$ cat src/rtl/gzip_pkg.sv
// Shared GZIP framing definitions: FSM states, RFC 1952 header constants and lengths.
// The HEADER state exists only when GZIP_TRAILER_HEADER_EN is defined.
package gzip_pkg;

  typedef enum logic [2:0] {
    ST_IDLE,
`ifdef GZIP_TRAILER_HEADER_EN
    ST_HEADER,
`endif
    ST_PAYLOAD,
    ST_CRC_WAIT,
    ST_TRAILER
  } state_e;

  localparam logic [7:0] ID1        = 8'h1F;
  localparam logic [7:0] ID2        = 8'h8B;
  localparam logic [7:0] CM_DEFLATE = 8'h08;
  localparam logic [7:0] OS_UNKNOWN = 8'hFF;

  localparam int unsigned GZIP_HDR_LEN = 10;
  localparam int unsigned GZIP_TRL_LEN = 8;

  // Fixed member header: FLG, MTIME and XFL are all zero.
  function automatic logic [7:0] gzip_header_byte(input logic [3:0] idx);
    logic [7:0] b;
    b = 8'h00;
    case (idx)
      4'd0:    b = ID1;
      4'd1:    b = ID2;
      4'd2:    b = CM_DEFLATE;
      4'd9:    b = OS_UNKNOWN;
      default: b = 8'h00;
    endcase
    return b;
  endfunction

endpackage

$ cat src/rtl/gzip_trailer_gen.sv
// GZIP member framer: passes payload through, counts ISIZE and appends the CRC32/ISIZE trailer.
// Define GZIP_TRAILER_HEADER_EN to prepend the fixed 10-byte member header.
module gzip_trailer_gen
  import gzip_pkg::*;
(
  input  logic        clk,
  input  logic        rst_n,
  input  logic [7:0]  s_data,
  input  logic        s_valid,
  input  logic        s_last,
  output logic        s_ready,
  output logic        crc_init,
  output logic [7:0]  crc_byte,
  output logic        crc_byte_valid,
  input  logic [31:0] crc_in,
  output logic [7:0]  m_data,
  output logic        m_valid,
  output logic        m_last,
  input  logic        m_ready
);

  localparam logic [3:0] TRL_LAST_IDX = 4'(GZIP_TRL_LEN - 1);
`ifdef GZIP_TRAILER_HEADER_EN
  localparam logic [3:0] HDR_LAST_IDX = 4'(GZIP_HDR_LEN - 1);
`endif

  state_e      state_q, state_d;
  logic [3:0]  idx_q, idx_d;
  logic [31:0] isize_q, isize_d;
  logic [31:0] crc_q, crc_d;

  logic [63:0] trl_word;
  logic [7:0]  frame_byte;

  // The CRC stage sees every payload byte; crc_byte_valid says which ones count.
  assign crc_byte = s_data;

  // Trailer is CRC32 then ISIZE, both little-endian, so one 64-bit word indexed by byte.
  assign trl_word = {isize_q, crc_q};

  // Single byte mux for the framed (non-payload) bytes, indexed by idx.
  always_comb begin
    frame_byte = trl_word[{idx_q[2:0], 3'b000} +: 8];
`ifdef GZIP_TRAILER_HEADER_EN
    if (state_q == ST_HEADER) frame_byte = gzip_header_byte(idx_q);
`endif
  end

  // NOTE: sequential state uses non-blocking assignments so every register samples
  // the pre-edge values; blocking here would create order-dependent simulation.
  always_ff @(posedge clk or negedge rst_n) begin
    if (!rst_n) begin
      state_q <= ST_IDLE;
      idx_q   <= 4'd0;
      isize_q <= 32'd0;
      crc_q   <= 32'd0;
    end else begin
      state_q <= state_d;
      idx_q   <= idx_d;
      isize_q <= isize_d;
      crc_q   <= crc_d;
    end
  end

  // NOTE: every signal written here gets a default first, so no path can infer a latch.
  always_comb begin
    state_d        = state_q;
    idx_d          = idx_q;
    isize_d        = isize_q;
    crc_d          = crc_q;
    s_ready        = 1'b0;
    m_valid        = 1'b0;
    m_last         = 1'b0;
    m_data         = 8'h00;
    crc_init       = 1'b0;
    crc_byte_valid = 1'b0;

    case (state_q)
      ST_IDLE: begin
        // One bubble per member; the CRC reload happens here, so it never
        // coincides with the first accumulated byte.
        if (s_valid) begin
          crc_init = 1'b1;
          isize_d  = 32'd0;
          idx_d    = 4'd0;
`ifdef GZIP_TRAILER_HEADER_EN
          state_d  = ST_HEADER;
`else
          state_d  = ST_PAYLOAD;
`endif
        end
      end

`ifdef GZIP_TRAILER_HEADER_EN
      ST_HEADER: begin
        m_valid = 1'b1;
        m_data  = frame_byte;
        if (m_ready) begin
          if (idx_q == HDR_LAST_IDX) begin
            idx_d   = 4'd0;
            state_d = ST_PAYLOAD;
          end else begin
            idx_d = idx_q + 4'd1;
          end
        end
      end
`endif

      ST_PAYLOAD: begin
        s_ready = m_ready;
        m_valid = s_valid;
        m_data  = s_valid ? s_data : 8'h00;
        if (s_valid && m_ready) begin
          crc_byte_valid = 1'b1;
          isize_d        = isize_q + 32'd1;
          if (s_last) state_d = ST_CRC_WAIT;
        end
      end

      ST_CRC_WAIT: begin
        // crc_in is registered in the CRC stage and reflects the last byte only now.
        crc_d   = crc_in;
        idx_d   = 4'd0;
        state_d = ST_TRAILER;
      end

      ST_TRAILER: begin
        m_valid = 1'b1;
        m_data  = frame_byte;
        m_last  = (idx_q == TRL_LAST_IDX);
        if (m_ready) begin
          if (idx_q == TRL_LAST_IDX) begin
            idx_d   = 4'd0;
            state_d = ST_IDLE;
          end else begin
            idx_d = idx_q + 4'd1;
          end
        end
      end

      default: state_d = ST_IDLE;
    endcase
  end

endmodule

$ cat config.mk
export PLATFORM = sky130hd
export DESIGN_NAME = gzip_trailer_gen
export DESIGN_NICKNAME = d
export VERILOG_FILES = /design/src/rtl/gzip_pkg.sv /design/src/rtl/gzip_trailer_gen.sv
export SDC_FILE = /design/constraint.sdc
export NUM_CORES = 1
export LEC_CHECK = 0
export CAP_MARGIN = 0
export CORE_MARGIN = 8
export CORE_UTILIZATION = 50
export CTS_CLUSTER_SIZE = 25
export DETAILED_ROUTE_END_ITERATION = 8
export GPL_TIMING_DRIVEN = 0
export PLACE_DENSITY = 0.83
export SYNTH_ARGS = -nofsm -noshare
export SYNTH_HDL_FRONTEND = slang
export SYNTH_SLANG_ARGS = --single-unit
$ cat constraint.sdc
create_clock -name clk -period 2.7 [get_ports clk]
set_clock_uncertainty 0.05 [all_clocks]
set_input_delay 0.27 -clock clk [delete_from_list [all_inputs] [get_ports clk]]
set_output_delay 0.27 -clock clk [all_outputs]
set_load 0.01 [all_outputs]
==> results.txt, run 1 <==
Clock-pin slew was measured on the worst setup and hold paths at 0.08 ns. Global routing finished with a remaining overflow of 0. The met2 global-route usage was 0.336; the arrival time of data at the critical path endpoint was 2.31 ns.

Relative to the synthesized area, the layout overhead comes to 26.0%. In this run the cell area of the synthesized design comes to 4060 um2. Leaving out filler cells and counting taps, the final layout contains 555. The routed layout has 3367 vias.

STA puts the critical path data required time at 2.38 ns. The net count of the finished layout is 496. In this run the core area contains 33 standard-cell rows. Setup slack on the worst reg-to-reg path comes out at 0.16 ns. The port buffer count is 65, and the average instance area after synthesis is 11.1 um2. The run finished, with violations left. The global-route met3 utilization was 0.0490.

The worst-path maximum fanout works out to 10. The most common cell after layout, fill and taps aside was sky130_fd_sc_hd__dfrtp_1. For this design the top-level I/O count stands at 66. Counting every net in the synthesized netlist gives 418. The cell count after synthesis came out at 367.

For the count of pins over their slew limit, the log shows 0. The tree is rooted in a sky130_fd_sc_hd__clkbuf_8. For the remaining max-slew budget at the tightest pin, the log shows 0.417.

The tools report the routability congestion estimate as 0.910. The number of violations reported at the end of detailed-routing iteration 0 is 294, and the power density of the placed cells is 822 nW/um2. Timing would allow up to 380 MHz. Setup violations remaining at the end of the flow were counted as 0. The busiest layer in global routing was met2. The run gives 0.636 as the final core utilization.

The setup slack of the critical path after layout is 0.0689 ns. The leakage power summed over all cells is 2.05 nW. The final reports fail on negative hold slack. The floorplan step defined a core boundary enclosing 8050 um2. For the number of iterations in the first detailed-routing pass, the log shows 5. Register area: 1750 um2. The tools report the final-report hold violation count as 20.

The die is 106 um tall. The total track usage was 0.200. The number of clock sinks was 70; the final critical-path required period was 2.63 ns. The die covers 11300 um2.

The cell count after placement was 537; the worst-skew pair later-pin latency was 0.36 ns. The worst IR drop on VDD came out at 555 uV. In this run, synthesis produced a sequential element count of 70. Entering global routing, the biggest net connects 71 pins.

During synthesis, Yosys emitted a total of 0 warnings. The fraction of the yosys area taken by sequential cells came out at 0.431. In the routed design, unresolved DRC markers number 0.

The logs give 0 for the number of antenna violations at the first check in global routing and 0 for the max capacitance violation total. The average routed wire per standard cell is 19.9 um, and the deepest level of the CTS H-tree is 3. For the via count of the first global-routing pass, the log shows 3456. The detail route stage leaves a number of antenna-violating nets equal to 0. Leaving out fill and tap cells, the most frequent cells in the layout are sky130_fd_sc_hd__dfrtp_1 (70), sky130_fd_sc_hd__clkdlybuf4s50_1 (56), sky130_fd_sc_hd__mux2_2 (42), sky130_fd_sc_hd__nand2_1 (25).

The largest buffer count on any clock path is 2, and the number of distinct library cell variants in the gate-level netlist after synthesis is 46. The critical path is of the reg2out type. Proportion of layout cells with a drive suffix above 1: 0.238. Pin slew with the least headroom to its limit: 0.875 ns. Summed over all nets, the half-perimeter wirelength after detailed placement is 7920 um. Nature of the critical path endpoint: an output pin. The fill cell total of the finished layout came out at 629. STA classifies the critical path startpoint as a register. Timing analysis after detailed placement gives a worst setup slack of -0.311 ns.

TritonCTS built the clock tree. The repair_antennas step left the layout with diodes totalling 0. The logs give 0.238 for the global-route met1 utilization and -0.00455 ns for the worst slack on hold paths.

The logs give 0.505 for the initial core utilization and 2110 um2 for the multi-input combinational cell area. Dividing the detail-routed via count by the number of cells gives 6.07. The first global-routing pass estimated 17900 um of wire. Summed over all layers, the routed wires come to 11000 um. After layout, the design draws a total of 4.21 mW. The number of CTS-inserted buffers is 9. Final critical-path share of the clock period: 0.974. In this run the horizontal extent of the chip is 106 um. The worst hold path belongs to the class in2async.
[metal layers]
metal / routed length [um] / vias to the layer above
li1: - / 1523
met1: 4450 / 1688
met2: 5620 / 125
met3: 660 / 31
met4: 280 / 0
met5: 0 / -
[flip-flops by register name (all words and copies together) (netlist names)]
register / cells
crc_q: 32
idx_q: 4
isize_q: 32
state_q: 2
[where the power goes]
part,leakage [nW],total [mW],internal [mW],switching (mW)
sequential,0.900,1.51,1.34,0.171
combinational,1.06,1.84,1.02,0.817
clock,0.0931,0.855,0.433,0.422
total,2.05,4.21,2.80,1.41
[final timing paths]
check	startpoint	to	cells after the start
max	idx_q[0]	m_data[4]	6
min	rst_n	crc_q[18]	1
max reg2reg	state_q[0]	isize_q[25]	8
min reg2reg	crc_q[11]	crc_q[11]	1
max in group asynchronous	rst_n	isize_q[0]	1
min in group clk	crc_q[11]	crc_q[11]	1
[kinds of logic (layout without fill, tap and decap cells)]
family,count (synthesis),in the layout,share of synthesized area
mux,68,68,0.231
fa+ha+maj,6,6,0.0185
buf+inv,42,125,0.0499
compound gates,53,53,0.0862
simple gates,122,122,0.171
flops,70,70,0.431
xor+xnor,6,6,0.0129
[what timing repair did]
action,in CTS,in global routing
resized for setup,23,7
buffers inserted,3,0
endpoints found under the setup margin,9,6
hold buffers,0,0
[metrics by stage]
| step | hold slack (ns) | cell area, um2 | setup TNS (ns) |
|---|---|---|---|
| finish | -0.00455 | 5120 | 0 |
| global route | 0.0601 | 5120 | -0.000274 |
| CTS | 0.00866 | 5110 | 0 |
| detailed placement | 0.399 | 4840 | -2.36 |
| global placement | 0.434 | 4850 | -73.60 |
| floorplan | -0.0756 | 4060 | 0 |
[synthesized netlist by cell type (all sizes together)]
| library cell | n | share of area |
|---|---|---|
| a21o | 1 | 0.0018 |
| o31ai | 8 | 0.015 |
| a22o | 13 | 0.028 |
| nor3 | 6 | 0.0074 |
| and3b | 1 | 0.0022 |
| dfrtp | 70 | 0.43 |
| buf | 13 | 0.023 |
| clkbuf | 21 | 0.020 |
| and2 | 4 | 0.0062 |
| and3 | 2 | 0.0031 |
| and4 | 6 | 0.013 |
| o311ai | 2 | 0.0043 |
| nand4b | 1 | 0.0022 |
| or3 | 6 | 0.0095 |
| nor2 | 10 | 0.0092 |
| mux2 | 42 | 0.12 |
| nand4 | 13 | 0.022 |
| or2 | 7 | 0.011 |
| nor2b | 3 | 0.0046 |
| nor4 | 7 | 0.011 |
| xnor2 | 5 | 0.011 |
| o21bai | 1 | 0.0018 |
| nand2b | 3 | 0.0046 |
| mux2i | 10 | 0.025 |
| nand2 | 25 | 0.023 |
| nor3b | 2 | 0.0037 |
| inv | 8 | 0.0074 |
| nand3 | 17 | 0.021 |
| o21ai | 13 | 0.016 |
| or4 | 8 | 0.016 |
| mux4 | 16 | 0.090 |
| nand3b | 1 | 0.0018 |
| o41ai | 1 | 0.0022 |
| a21oi | 14 | 0.017 |
| xor2 | 1 | 0.0022 |
| ha | 6 | 0.018 |
[worst max-delay path, cell delays in order (launching register included)]
cell	delay, ns
sky130_fd_sc_hd__dfrtp_1	0.40
sky130_fd_sc_hd__buf_12	0.13
sky130_fd_sc_hd__buf_12	0.13
sky130_fd_sc_hd__mux4_2	0.55
sky130_fd_sc_hd__mux2_2	0.30
sky130_fd_sc_hd__a22o_1	0.20
sky130_fd_sc_hd__clkdlybuf4s15_1	0.24
[cell type report]
| cell class | count | area share |
|---|---|---|
| clock buffer | 10 | 0.0249 |
| clock inverter | 6 | 0.0139 |
| sequential | 70 | 0.342 |
| multi-input combinational | 255 | 0.413 |
| tap | 105 | 0.0257 |
| inverter | 8 | 0.00587 |
| timing repair buffer | 68 | 0.132 |
| buffer | 33 | 0.0423 |
No activity file was read; power rests on OpenSTA's default activity.
==> run 2: changes to the inputs <==
Settings changed: SLEW_MARGIN set to 10.
==> results.txt, run 2 (synthesis results as in run 1) <==
The run finished with clean final reports. The final design instance area without fill is 5180 um2 (was 5120 um2), and the initial core utilization is 0.505 (unchanged). The residual DRC count was 0 (unchanged). TritonCTS built the clock tree. The worst IR drop on VDD is 420 uV (was 555 uV).

The final count of negative-setup-slack endpoints was 0 (unchanged); the area growth from synthesis to final layout was 27.5% (was 26.0%). The proportion of layout cells with a drive suffix above 1 was 0.239 (was 0.238). The clock root buffer is sky130_fd_sc_hd__clkbuf_8 (unchanged).

The via count of the first global-routing pass came out at 3483 (was 3456). The tools report the post-route setup TNS as 0 ns (unchanged). Setup repair after global routing left no endpoint under its margin. The largest buffer count on any clock path was 2 (unchanged); the final critical-path share of the clock period was 0.973 (was 0.974). The worst slack on hold paths is 0.361 ns (was -0.00455 ns). Highest-count cells in the layout ignoring fill and taps: sky130_fd_sc_hd__dfrtp_1 (70), sky130_fd_sc_hd__clkdlybuf4s50_1 (56), sky130_fd_sc_hd__mux2_2 (42), sky130_fd_sc_hd__nand2_1 (25), sky130_fd_sc_hd__clkbuf_1 (18) (was sky130_fd_sc_hd__dfrtp_1 (70), sky130_fd_sc_hd__clkdlybuf4s50_1 (56), sky130_fd_sc_hd__mux2_2 (42), sky130_fd_sc_hd__nand2_1 (25)). The clock input transition at the sequential cells of the worst setup and hold paths came out at 0.08 ns (about the same).

The run gives 11300 um (was 11000 um) as the final wirelength. The most common cell after layout, fill and taps aside was sky130_fd_sc_hd__dfrtp_1 (unchanged). The number of antenna violations at the first check in global routing was 0 (unchanged); the worst setup timing slack at the placement stage was -0.303 ns (was -0.311 ns). The final-report hold violation count is 0 (was 20).

The number of nets in the layout came out at 497 (was 496). The via count normalized by instance count works out to 6.22 (was 6.07). The logs give 0 (unchanged) for the total grt overflow and 33 (unchanged) for the total number of placement rows. The run gives 66 (unchanged) as the I/O pin count.

The vertical die dimension came out at 106 um (unchanged). The max capacitance violation total was 0 (unchanged). The average routed wire per standard cell is 20.3 um (was 19.9 um), and the arrival time of data at the critical path endpoint is 2.31 ns (about the same). The worst setup path startpoint is idx_q[0] (unchanged).

For the final antenna diode count, the log shows 0 (unchanged). Cell-by-cell trace of the critical path: buf_12 -> buf_12 -> mux4_2 -> mux2_2 -> a22o_1 -> dlygate4sd2_1 (was buf_12 -> buf_12 -> mux4_2 -> mux2_2 -> a22o_1 -> clkdlybuf4s15_1). The worst reg2reg path depth came out at 8 (unchanged). The number of antenna-violating nets in the routed design was 0 (unchanged). The count of pins over their slew limit was 0 (unchanged). The remaining max-slew budget at the tightest pin is 0.513 (was 0.417), and the final critical-path required period is 2.63 ns (about the same). The run gives 0.0716 ns (was 0.0689 ns) as the setup slack of the critical path after layout. The class of the most critical setup path was reg2out (unchanged). The leakage power summed over all cells was 2.08 nW (was 2.05 nW). The die outline width is 106 um (unchanged), and the data required time of the critical path is 2.38 ns (about the same).

The total track usage came out at 0.203 (was 0.200). The port buffer count is 65 (unchanged), and the number of vias in the routed layout is 3457 (was 3367). Registers with the most flip-flops: crc_q x32, isize_q x32, idx_q x4 (unchanged).

The die footprint came out at 11300 um2 (unchanged). The delay of the slowest cell on the worst path was 0.55 ns (about the same); the power density of the placed cells was 851 nW/um2 (was 822 nW/um2). The pin slew with the least headroom to its limit came out at 0.724 ns (was 0.875 ns). The destination of the worst register-to-register timing path is isize_q[27] (was isize_q[25]). Post-DP HPWL: 8030 um (was 7920 um). The routability congestion estimate is 0.910 (unchanged). Nature of the critical path endpoint: an output pin (unchanged). For the number of iterations in the first detailed-routing pass, the log shows 5 (unchanged). Slowest library cell on the worst path: sky130_fd_sc_hd__mux4_2 (unchanged).

The sum of buffers and inverters on the critical path is 3 (unchanged). The number of CTS-inserted buffers came out at 9 (unchanged). The most common cell type on the critical path is sky130_fd_sc_hd__buf_12 (unchanged). The global-route wire length before repair is 18200 um (was 17900 um), and the worst-path maximum fanout is 10 (unchanged). The run gives 3 (unchanged) as the deepest level of the CTS H-tree.

For the worst-skew pair later-pin latency, the log shows 0.35 ns (was 0.36 ns). The type of the tightest min-delay check was in2async (unchanged). The logs give 4860 um2 (was 4840 um2) for the placed instance area and 380 MHz (about the same) for the highest clock rate. The flop-to-flop setup slack is 0.26 ns (was 0.16 ns), and the core footprint is 8050 um2 (unchanged). The largest delay contributor family on the critical path was multiplexers (unchanged). The launch point of the worst reg-to-reg path is state_q[0] (unchanged). For the number of clock sinks, the log shows 70 (unchanged). Maximum number of pins on one net before global-route repair: 39 (was 71).

The number of violations reported at the end of detailed-routing iteration 0 was 342 (was 294). The nature of the critical path startpoint was a register (unchanged).
## run 2: final cells by class
type,count,area [um2]
Buffer,33,214
Clock buffer,11,131
Clock inverter,5,108
Fill cell,616,2870
Inverter,8,30.0
Multi-Input combinational cell,255,2120
Sequential cell,70,1750
Tap cell,105,131
Timing Repair Buffer,69,694
## run 2: worst max path at each step
stage          depth (start not counted)   endpoint
4_1_cts                                7  m_data[6]
6_report                               6  m_data[4]
3_3_place_gp                           1  crc_q[16]
2_1_floorplan                          5  m_data[5]
3_5_place_dp                           6  m_data[2]
5_1_grt                                6    m_valid
## run 2: metrics by stage
| stage | total power, mW | util | cells |
|---|---|---|---|
| after floorplan | 2.73 | - | 367 |
| after global placement | 3.23 | 0.602 | 537 |
| after detailed placement | 3.32 | 0.604 | 538 |
| after CTS | 4.38 | 0.643 | 557 |
| after global routing | 4.64 | 0.644 | 556 |
| final | 4.41 | 0.644 | 556 |
## run 2: repair_timing
item | 4_1_cts | 5_1_grt
setup buffers | 3 | 0
hold buffers | 1 | 0
hold endpoints to repair | 32 | 0
setup endpoints to repair | 9 | 7
gates resized for setup | 23 | 8
## run 2: routing by layer
metal / vias up / track usage / share of wire
met3: 27 / 0.0417 / 0.068
met4: 0 / 0.0724 / 0.019
met2: 176 / 0.347 / 0.52
li1: 1533 / - / -
met5: - / 0 / 0
met1: 1721 / 0.250 / 0.39
## run 2: power by group
group	total [mW]	internal, mW	switching [mW]
clock	1.03	0.618	0.411
sequential	1.52	1.34	0.174
combinational	1.86	1.03	0.835
==> run 3: changes to the inputs <==
Settings changed: PLACE_DENSITY 0.83 to 0.84, SKIP_CTS_REPAIR_TIMING set to 1.
==> results.txt, run 3 (synthesis results as in run 1) <==
The delay of the slowest cell on the worst path works out to 0.53 ns (was 0.55 ns). The run gives 33 (unchanged) as the total number of placement rows. The tools report the number of antenna-violating nets in the routed design as 0 (unchanged). The worst-path maximum fanout was 10 (unchanged). Cell-by-cell trace of the critical path: inv_1 -> ha_1 -> clkbuf_4 -> and2_4 -> or2_2 -> clkdlybuf4s50_1 (was buf_12 -> buf_12 -> mux4_2 -> mux2_2 -> a22o_1 -> dlygate4sd2_1).

The highest clock rate was 386 MHz (was 380 MHz). The final critical-path share of the clock period came out at 0.960 (was 0.973). The via count of the first global-routing pass is 3466 (was 3483), and the number of CTS-inserted buffers is 9 (unchanged). The die footprint is 11300 um2 (unchanged).

The largest buffer count on any clock path was 2 (unchanged); the number of nets in the layout was 499 (was 497). The slowest library cell on the worst path is sky130_fd_sc_hd__clkdlybuf4s50_1 (was sky130_fd_sc_hd__mux4_2). Registers with the most flip-flops: crc_q x32, isize_q x32, idx_q x4 (unchanged). The post-route setup TNS is 0 ns (unchanged). The final-report hold violation count was 0 (unchanged); the number of clock sinks was 70 (unchanged). The average routed wire per standard cell is 20.0 um (was 20.3 um). Largest delay contributor family on the critical path: buffers and inverters (was multiplexers). The port buffer count is 65 (unchanged).

The core footprint was 8050 um2 (unchanged). The worst-skew pair later-pin latency came out at 0.35 ns (about the same). The tools report the number of vias in the routed layout as 3395 (was 3457). The type of the tightest min-delay check was in2async (unchanged).

The final core utilization is 0.643 (was 0.644), and the die outline width is 106 um (unchanged). The tools report the nature of the critical path startpoint as a register (unchanged). The logs give 17600 um (was 18200 um) for the global-route wire length before repair and 0.15 ns (was 0.26 ns) for the flop-to-flop setup slack. The count of pins over their slew limit came out at 0 (unchanged).

The flow ran to the end, and the final reports show no timing, DRC or antenna violations. The final antenna diode count was 0 (unchanged); the remaining max-slew budget at the tightest pin was 0.494 (was 0.513). The run gives 0 (unchanged) as the residual DRC count.

The worst IR drop on VDD came out at 472 uV (was 420 uV). The deepest level of the CTS H-tree was 3 (unchanged). The number of violations reported at the end of detailed-routing iteration 0 is 412 (was 342).

The number of iterations in the first detailed-routing pass is 5 (unchanged). Arrival time of data at the critical path endpoint: 2.27 ns (was 2.31 ns). The total track usage came out at 0.197 (was 0.203).

The run gives 0.909 (was 0.910) as the routability congestion estimate. TritonCTS built the clock tree. The post-DP HPWL was 8100 um (was 8030 um); the final wirelength was 11200 um (was 11300 um).

Launch point of the worst reg-to-reg path: state_q[0] (unchanged). The critical path depth was 6 (unchanged). The tools report the clock root buffer as sky130_fd_sc_hd__clkbuf_8 (unchanged).

Number of antenna violations at the first check in global routing: 0 (unchanged). The run gives 2.38 ns (about the same) as the data required time of the critical path. The pin slew with the least headroom to its limit was 0.753 ns (was 0.724 ns). The final critical-path required period was 2.59 ns (was 2.63 ns); the vertical die dimension was 106 um (unchanged). Highest-count cells in the layout ignoring fill and taps: sky130_fd_sc_hd__dfrtp_1 (70), sky130_fd_sc_hd__clkdlybuf4s50_1 (56), sky130_fd_sc_hd__mux2_2 (42), sky130_fd_sc_hd__nand2_1 (25), sky130_fd_sc_hd__nand3_1 (17) (was sky130_fd_sc_hd__dfrtp_1 (70), sky130_fd_sc_hd__clkdlybuf4s50_1 (56), sky130_fd_sc_hd__mux2_2 (42), sky130_fd_sc_hd__nand2_1 (25), sky130_fd_sc_hd__clkbuf_1 (18)).

Nature of the critical path endpoint: an output pin (unchanged). The sum of buffers and inverters on the critical path was 3 (unchanged). The run gives 40 (was 39) as the maximum number of pins on one net before global-route repair.

The run gives 0 (unchanged) as the total grt overflow. The worst setup path startpoint is state_q[1] (was idx_q[0]). The class of the most critical setup path was reg2out (unchanged). The power density of the placed cells was 830 nW/um2 (was 851 nW/um2).

The fill cell total of the finished layout was 610 (was 616). The worst slack on hold paths was 0.356 ns (was 0.361 ns); the leakage power summed over all cells was 2.18 nW (was 2.08 nW). The worst reg2reg path depth is 8 (unchanged).

The area growth from synthesis to final layout was 27.5% (about the same). The run gives 0 (unchanged) as the final count of negative-setup-slack endpoints. The proportion of layout cells with a drive suffix above 1 is 0.243 (was 0.239). The most common cell after layout, fill and taps aside is sky130_fd_sc_hd__dfrtp_1 (unchanged). The clock input transition at the sequential cells of the worst setup and hold paths is 0.08 ns (about the same), and the I/O pin count is 66 (unchanged).

The via count normalized by instance count was 6.10 (was 6.22); the max capacitance violation total was 0 (unchanged). For the initial core utilization, the log shows 0.505 (unchanged).
[run 3: routing by layer]
metal	GRT usage	part of all wire
met1	0.248	0.39
met2	0.328	0.52
met3	0.0339	0.066
met4	0.0824	0.021
met5	0	0
[run 3: final timing paths]
| kind | end |
|---|---|
| worst max-delay path | m_valid |
| worst min-delay path | isize_q[19] |
| worst max register to register | isize_q[29] |
| worst min register to register | crc_q[25] |
| max in group asynchronous | isize_q[27] |
| min in group clk | crc_q[25] |
[run 3: final cells by class]
type                    instances  area, um2  area share
plain buffers                  33        205      0.0396
clock buffers                   9        124      0.0239
inverters                       8       30.0     0.00580
flip-flops and latches         70       1750       0.338
clock inverters                 6       87.6      0.0169
well taps                     105        131      0.0254
multi-input cells             255       2120       0.409
repair buffers                 71        732       0.141
[run 3: where the power goes]
| group | total, mW | internal [mW] | switching (mW) |
|---|---|---|---|
| Combinational | 1.87 | 1.04 | 0.830 |
| Clock | 0.908 | 0.515 | 0.393 |
| Sequential | 1.52 | 1.34 | 0.177 |
| Total | 4.30 | 2.90 | 1.40 |
[run 3: metrics by stage]
step           cells  worst slack (ns)  power, mW  cell area, um2
5_1_grt          557           -0.0162       4.53            5180
3_5_place_dp     538            -0.288       3.33            4860
6_report         557             0.109       4.30            5180
2_1_floorplan    367             0.454       2.73            4060
3_3_place_gp     537             -1.03       3.23            4850
4_1_cts          553            -0.688       4.25            5070
